==> src/rtl/fetch_stage_bp.sv <==
// Instruction fetch stage with a direct-mapped BTB and per-entry saturating-counter
// direction predictor; drives imem and registers a fetch/decode latch.
module fetch_stage_bp #(
  parameter int unsigned     WORD_W      = 32,
  parameter int unsigned     BTB_ENTRIES = 16,
  parameter int unsigned     CTR_BITS    = 2,
  parameter logic [WORD_W-1:0] RESET_PC  = '0
) (
  input  logic              CLK,
  input  logic              nRST,
  input  logic [WORD_W-1:0] imemload,
  input  logic              freeze,
  input  logic              misprediction,
  input  logic [WORD_W-1:0] correct_pc,
  input  logic              halt,
  input  logic              update_btb,
  input  logic              branch_outcome,
  input  logic [WORD_W-1:0] update_pc,
  input  logic [WORD_W-1:0] branch_target,
  output logic              imemREN,
  output logic [WORD_W-1:0] imemaddr,
  output logic [WORD_W-1:0] pc,
  output logic [WORD_W-1:0] instr,
  output logic              predicted_outcome,
  output logic [WORD_W-1:0] predicted_pc
);

  localparam int unsigned IDX_W = $clog2(BTB_ENTRIES);
  localparam int unsigned TAG_W = WORD_W - IDX_W - 2;
  localparam logic [CTR_BITS-1:0] CTR_MAX  = '1;
  localparam logic [CTR_BITS-1:0] CTR_WEAK = CTR_BITS'(1) << (CTR_BITS - 1);

  typedef enum logic {S_RUN, S_HALT} state_e;

  state_e state_q, state_d;

  logic [WORD_W-1:0]   f_q, f_d;
  logic [WORD_W-1:0]   pc_q, pc_d;
  logic [WORD_W-1:0]   instr_q, instr_d;
  logic                pout_q, pout_d;
  logic [WORD_W-1:0]   ppc_q, ppc_d;

  logic                valid_q  [BTB_ENTRIES];
  logic [TAG_W-1:0]    tag_q    [BTB_ENTRIES];
  logic [WORD_W-1:0]   target_q [BTB_ENTRIES];
  logic [CTR_BITS-1:0] ctr_q    [BTB_ENTRIES];

  logic [IDX_W-1:0]    f_idx, u_idx;
  logic [TAG_W-1:0]    f_tag, u_tag;
  logic                f_hit, u_hit;
  logic                pred_taken;
  logic [WORD_W-1:0]   pred_next;

  logic                upd_we;
  logic [WORD_W-1:0]   upd_target;
  logic [CTR_BITS-1:0] upd_ctr;
  logic [1:0]          unused_upd_lsb;

  assign unused_upd_lsb = update_pc[1:0];

  // Lookup on the current fetch PC uses pre-update BTB contents.
  assign f_idx      = f_q[IDX_W+1:2];
  assign f_tag      = f_q[WORD_W-1:IDX_W+2];
  assign f_hit      = valid_q[f_idx] && (tag_q[f_idx] == f_tag);
  assign pred_taken = f_hit && ctr_q[f_idx][CTR_BITS-1];
  assign pred_next  = pred_taken ? target_q[f_idx] : f_q + WORD_W'(4);

  assign u_idx = update_pc[IDX_W+1:2];
  assign u_tag = update_pc[WORD_W-1:IDX_W+2];
  assign u_hit = valid_q[u_idx] && (tag_q[u_idx] == u_tag);

  assign imemaddr          = f_q;
  assign imemREN           = (state_q == S_RUN);
  assign pc                = pc_q;
  assign instr             = instr_q;
  assign predicted_outcome = pout_q;
  assign predicted_pc      = ppc_q;

  always_ff @(posedge CLK or negedge nRST) begin
    if (!nRST) state_q <= S_RUN;
    else       state_q <= state_d;
  end

  // Next PC / latch / halt selection; a redirect wins over halt and freeze.
  always_comb begin
    state_d = state_q;
    f_d     = f_q;
    pc_d    = pc_q;
    instr_d = instr_q;
    pout_d  = pout_q;
    ppc_d   = ppc_q;
    if (misprediction) begin
      f_d     = correct_pc;
      pc_d    = '0;
      instr_d = '0;
      pout_d  = 1'b0;
      ppc_d   = '0;
    end else if (state_q == S_HALT || halt) begin
      state_d = S_HALT;
    end else if (!freeze) begin
      f_d     = pred_next;
      pc_d    = f_q;
      instr_d = imemload;
      pout_d  = pred_taken;
      ppc_d   = pred_next;
    end
  end

  always_ff @(posedge CLK or negedge nRST) begin
    if (!nRST) begin
      f_q     <= RESET_PC;
      pc_q    <= '0;
      instr_q <= '0;
      pout_q  <= 1'b0;
      ppc_q   <= '0;
    end else begin
      f_q     <= f_d;
      pc_q    <= pc_d;
      instr_q <= instr_d;
      pout_q  <= pout_d;
      ppc_q   <= ppc_d;
    end
  end

  // Resolved-branch training: saturate on hit, allocate weakly-taken on taken miss.
  always_comb begin
    upd_we     = update_btb && (u_hit || branch_outcome);
    upd_target = branch_target;
    upd_ctr    = CTR_WEAK;
    if (u_hit) begin
      if (branch_outcome) begin
        upd_ctr = (ctr_q[u_idx] == CTR_MAX) ? CTR_MAX : ctr_q[u_idx] + CTR_BITS'(1);
      end else begin
        upd_target = target_q[u_idx];
        upd_ctr    = (ctr_q[u_idx] == '0) ? '0 : ctr_q[u_idx] - CTR_BITS'(1);
      end
    end
  end

  always_ff @(posedge CLK or negedge nRST) begin
    if (!nRST) begin
      for (int i = 0; i < int'(BTB_ENTRIES); i++) begin
        valid_q[i]  <= 1'b0;
        tag_q[i]    <= '0;
        target_q[i] <= '0;
        ctr_q[i]    <= '0;
      end
    end else if (upd_we) begin
      valid_q[u_idx]  <= 1'b1;
      tag_q[u_idx]    <= u_tag;
      target_q[u_idx] <= upd_target;
      ctr_q[u_idx]    <= upd_ctr;
    end
  end

endmodule
==> config.mk <==
export PLATFORM = sky130hd
export DESIGN_NAME = fetch_stage_bp
export DESIGN_NICKNAME = d
export VERILOG_FILES = /design/src/rtl/fetch_stage_bp.sv
export SDC_FILE = /design/constraint.sdc
export NUM_CORES = 2
export LEC_CHECK = 0
export BUFFER_PORTS_ARGS = -buffer_cell sky130_fd_sc_hd__buf_2
export CAP_MARGIN = 0
export CORE_MARGIN = 2
export CORE_UTILIZATION = 50
export CTS_CLUSTER_DIAMETER = 200
export DETAILED_ROUTE_END_ITERATION = 7
export GPL_TIMING_DRIVEN = 0
export PLACE_DENSITY_LB_ADDON = 0.08
export SYNTH_ARGS = -nofsm -noshare
export SYNTH_HDL_FRONTEND = slang
export SYNTH_SLANG_ARGS = --single-unit
==> constraint.sdc <==
create_clock -name CLK -period 10.95 [get_ports CLK]
set_clock_uncertainty 0.1 [all_clocks]
set_input_delay 1.095 -clock CLK [delete_from_list [all_inputs] [get_ports CLK]]
set_output_delay 1.095 -clock CLK [all_outputs]
set_load 0.02 [all_outputs]
Word level (Yosys, flattened, before mapping) --
Index checks and enable logic that the tools add are counted. Widths: inputs -> output; s select.
Cells by class: $add $sub $neg 3, multiply operators 0, divide/modulo/power cells 0, order comparisons 3, equality and inequality tests 5, shift-type cells 0, mux-type cells 55, bitwise logic cells 5, reduce and logical (&&, ||, !) cells 10
Operators with widths (count):
- $mux 32 | 18
- $bwmux 512 | 1
- $bwmux 416 | 1
- $bmux 32 s4 | 2
- $bmux 26 s4 | 2
- $mux 26 | 5
- $demux 32 s4 | 1
- $demux 26 s4 | 1
- $eq 26x26->1 | 2
- $add 32x3->32 const B | 1
- $bwmux 32 | 1
- $mux 2 | 9
- $bmux 2 s4 | 2
- $or 16x16->16 | 1
- $ge 5x5->1 const B | 2
- $not 4->5 | 2
- $bmux 1 s4 | 2
- $demux 2 s4 | 1
- $mux 1 | 8
- $logic_and 1x1->1 | 5
- $lt 5x1->1 const B | 1
- $demux 1 s4 | 1
- $reduce_and 2->1 | 2
- $add 2x1->2 const B | 1
- other kinds (7) | 9
Storage, ports and cells: flip-flop bits (word level) 1106, bits in latches 0, RAM bits 0, bits in read-only memories 0, output and inout port bits 130, word-level logic and storage cells 151, memories kept 0

Longest topological paths before layout --
depth in word-level cells 11, mapped depth 17

Worst setup path before layout --
Ideal clock, no wire load.
path kind input port to flip-flop, from in update_pc[2], to reg target_q[115] (netlist bit), library setup time 0.128 ns, arrival time 4.533 ns, data required time 10.722 ns, path slack 6.190 ns, stages 12, buffers on the path 8, cell sequence buf_4 > buf_6 > buf_6 > buf_4 > buf_2 > buf_2 > buf_1 > mux4_2 > mux4_2 > mux2_2 > clkbuf_1 > mux2_1
Between the ends: longest elaborated chain between the ends 8
RTL lines:
- start, declared | RTL line 18 | input logic [WORD_W-1:0] update_pc,
- $not 4->5 (not written as such) * | RTL line 70, 134, 151
- $bmux 26 s4 | RTL line 70 | assign u_hit = valid_q[u_idx] && (tag_q[u_idx] == u_tag);
- $mux 26 (not written as such) (2 in a row) | RTL line 70
- $eq 26x26->1 | RTL line 70
- $logic_and 1x1->1 | RTL line 70
- $mux 32 or $logic_or 1x1->1 (tied branches) | RTL line 130, 127
- $bwmux 512 or $logic_and 1x1->1 (tied branches) | RTL line 151, 127
- end signal, assigned by index | RTL line 151 | target_q[u_idx] <= upd_target;
- end, declared | RTL line 45 | logic [WORD_W-1:0] target_q [BTB_ENTRIES];
Mark *: on every way between the ends. The rest lies on a longest branch, timed or not. The select of a mux whose other input is x is not followed. A chain may end at the register's enable or synchronous reset.

Worst setup path after layout --
from reg f_q[4], in the netlist imemaddr[4], to reg f_q[28], in the netlist imemaddr[28]
Between the ends: longest elaborated chain between the ends 11
RTL lines:
- start, declared | RTL line 37 | logic [WORD_W-1:0] f_q, f_d;
- start signal, assigned | RTL line 111 | f_q <= RESET_PC;
- start signal, assigned | RTL line 117 | f_q <= f_d;
- $not 4->5 (not written as such) | RTL line 64, 65, 66
- $bmux 26 s4 | RTL line 64 | assign f_hit = valid_q[f_idx] && (tag_q[f_idx] == f_tag);
- $mux 26 (not written as such) (2 in a row) | RTL line 64
- $eq 26x26->1 | RTL line 64
- $logic_and 1x1->1 | RTL line 64
- $logic_and 1x1->1 | RTL line 65 | assign pred_taken = f_hit && ctr_q[f_idx][CTR_BITS-1];
- $mux 32 * | RTL line 66 | assign pred_next = pred_taken ? target_q[f_idx] : f_q + WORD_W'(4);
- $mux 32 * | RTL line 100 | end else if (!freeze) begin
- $mux 32 * | RTL line 98 | end else if (state_q == S_HALT || halt) begin
- $mux 32 * | RTL line 92 | if (misprediction) begin
Marks and branches as above.

==> flow_metrics.tcl <==
set metrics [dict create \
    numCtsBuffers 121 \
    clk_latency_ns 0.76 \
    dieArea_um2 121000 \
    fin_crit_ns 7.61 \
    coreArea_um2 118000 \
    min_path_type "in2async" \
    io_buffers 247 \
    async_flop_share_pct 100 \
    synth_cell_types 73 \
    crit_required_ns 11.51 \
    cts_resized 0 \
    postCtsSetupBuffers 0 \
    drt_first_pass_iters 6 \
    drive_gt1_share_pct 45.7 \
    fill_cells 9726 \
    rsz0062_at_grt "false" \
    most-common-layout-cells "dfrtp_1, mux2_2, mux4_2, buf_2, nand2_1" \
    cp_slowest_stage_delay_ns 1.06 \
    clockRootBuffer "clkbuf_16" \
    grt_pass1_vias 41398 \
    die_w_um 348 \
    cts_num_sinks 1106 \
    io_pins 265 \
    cp_top_family "buffers and inverters" \
    final_common_cell "dfrtp_1" \
    rows 126 \
    crit_top_cell "clkbuf_1" \
    cpMaxStageDelayCell "clkbuf_1" \
    cp_max_fo 10 \
    fmax_mhz 131 \
    violations "capacitance limit, slew limit" \
    num_vias 41389 \
    grt_usage_pct 36.4 \
    syn-num-nets 4280 \
    synthCells 4144 \
    ys_ff_latch 1106 \
    cts_hold_buf 0 \
    nets 4658 \
    hold_viol_final 0 \
    r2r_cells 14 \
    drc 0 \
    grt_max_degree 162 \
    yosysWarnings 0 \
    crit_buf_inv 7 \
    grt_pass1_wl_mm 312 \
    crit_cells 14 \
    cp-end-kind "register" \
    status "complete, but fails checks" \
    finalCritPeriodShare_pct 69.5 \
    first_iter_violations 4226 \
    syn_area_per_cell_um2 14.3 \
    tns_ns 0 \
    synth-main-ff-cell "dfrtp_1" \
    yosysTopAreaCellShare_pct 46.8 \
    clkTransAtPathRegs_ns 0.06 \
    overflow 0 \
    antenna_found_initial 16 \
    multi_input_area_um2 29400 \
    crit_arrival_ns 8.17 \
    layout_setup_ws_ns 3.34 \
    ir_worst_vdd_mv 0.155 \
    gp_congestion 1.00 \
    critPathKind "reg2reg" \
    yosys.area.top_type "dfrtp_1" \
    dp_slack_ns 3.72 \
    cts_tree "yes" \
    leakage_nw 29.0 \
    cts.htree.levels 3 \
    postRouteAntennaNets 0 \
    drv_cap 4 \
    start_util_pct 50.3 \
    synthesis.area_um2 59200 \
    path_cells "buf_2 -> clkbuf_1 -> clkbuf_1 -> clkbuf_1 -> buf_1 -> nor3_1 -> nor2_1 -> xnor2_1 -> nand4_1 -> buf_2 -> clkbuf_1 -> nor4_1 -> a31oi_1 -> a2bb2oi_1" \
    areaGrowthSynthToFinish_pct 13.0 \
    drt_wl_total_mm 220 \
    avgRoutedWirePerCell_um 35.6 \
    slew_violations 22 \
    cp-start-kind "register" \
    utilization_pct 56.8 \
    clockBufferDepth 3 \
    finalSetupViolCount 0 \
    detail_route.vias_per_cell 6.71 \
    worst_slew_pin_slew_ns 1.52 \
    p_per_area_nw_per_um2 188 \
    synth_edf_count 0 \
    yosysSeqAreaShare_pct 46.8 \
    regArea_um2 27700 \
    place_hpwl_mm 151 \
    die_y_um 348 \
    synthTopCellsByArea "dfrtp_1, mux2_2, mux4_2, mux2i_1, nand2_1" \
    max_slew_margin_pct -1.40 \
]
[stage by stage]
step / power, mW / instances / hold WS [ns] / instance area [µm²]
global route: 13.0 / 6168 / 0.191 / 66900
finish: 12.6 / 6172 / 0.145 / 66900
detailed placement: 8.19 / 5934 / 0.375 / 62600
global placement: 8.12 / 5927 / 0.364 / 62400
floorplan: 7.15 / 4144 / 0.353 / 59200
CTS: 12.6 / 6163 / 0.170 / 66800
[cells in the mapped netlist, types with 34 or more instances]
| cell | n |
|---|---|
| a21oi_1 | 141 |
| a22oi_1 | 40 |
| a31oi_1 | 34 |
| buf_2 | 144 |
| clkbuf_1 | 201 |
| dfrtp_1 | 1106 |
| mux2_1 | 48 |
| mux2_2 | 952 |
| mux2i_1 | 197 |
| mux4_2 | 469 |
| nand2_1 | 235 |
| nor2_1 | 36 |
| nor4_1 | 35 |
| xnor2_1 | 42 |
[final cells by class]
type,instances,share of cell area [%]
Antenna cell,8,0.0299
Buffer,426,3.05
Clock buffer,178,5.35
Clock inverter,51,1.04
Inverter,24,0.135
Multi-Input combinational cell,2588,44.0
Sequential cell,1106,41.4
Tap cell,1536,2.87
Timing Repair Buffer,255,2.18
[cell families after synthesis]
family                     after synthesis  share of synthesized area, %
muxes                                 1666                          40.2
DFF                                   1106                          46.8
and+or+nand+nor                        467                          3.91
buffers and inverters                  450                          3.59
AOI/OAI and AO/OA                      387                          4.54
xor gates and xnor gates                67                         0.991
adders and majority gates                1                        0.0211
[metal layers]
layer  track usage [%]  share of wire (%)
met3              8.48                8.2
met1              48.8                 40
met4              19.0                6.1
met5                 0              0.033
met2              55.4                 45
[flip-flops by register name (all words and copies together), names as in the netlist]
register           flops
pc                    32
target_q             512
predicted_outcome      1
state_q                1
instr                 32
tag_q                416
valid_q               16
predicted_pc          32
ctr_q                 32
imemaddr              32
[worst paths after layout]
path                                    startpoint                   endpoint  slack, ns
min in group CLK              ctr_q[6]$_DFFE_PN0P_       ctr_q[6]$_DFFE_PN0P_       0.39
hold / removal                                nRST     tag_q[196]$_DFFE_PN0P_       0.15
hold reg to reg               ctr_q[6]$_DFFE_PN0P_       ctr_q[6]$_DFFE_PN0P_       0.39
max in group asynchronous                     nRST  target_q[297]$_DFFE_PN0P_       7.38
setup / recovery           imemaddr[4]$_DFFE_PN0P_   imemaddr[28]$_DFFE_PN0P_       3.34
setup reg to reg           imemaddr[4]$_DFFE_PN0P_   imemaddr[28]$_DFFE_PN0P_       3.34
[power breakdown]
group / total [mW] / switching [mW] / internal (mW)
sequential: 5.35 / 0.552 / 4.80
combinational: 2.84 / 1.36 / 1.48
clock: 4.41 / 1.81 / 2.61
(Power assumes the default switching activity.)
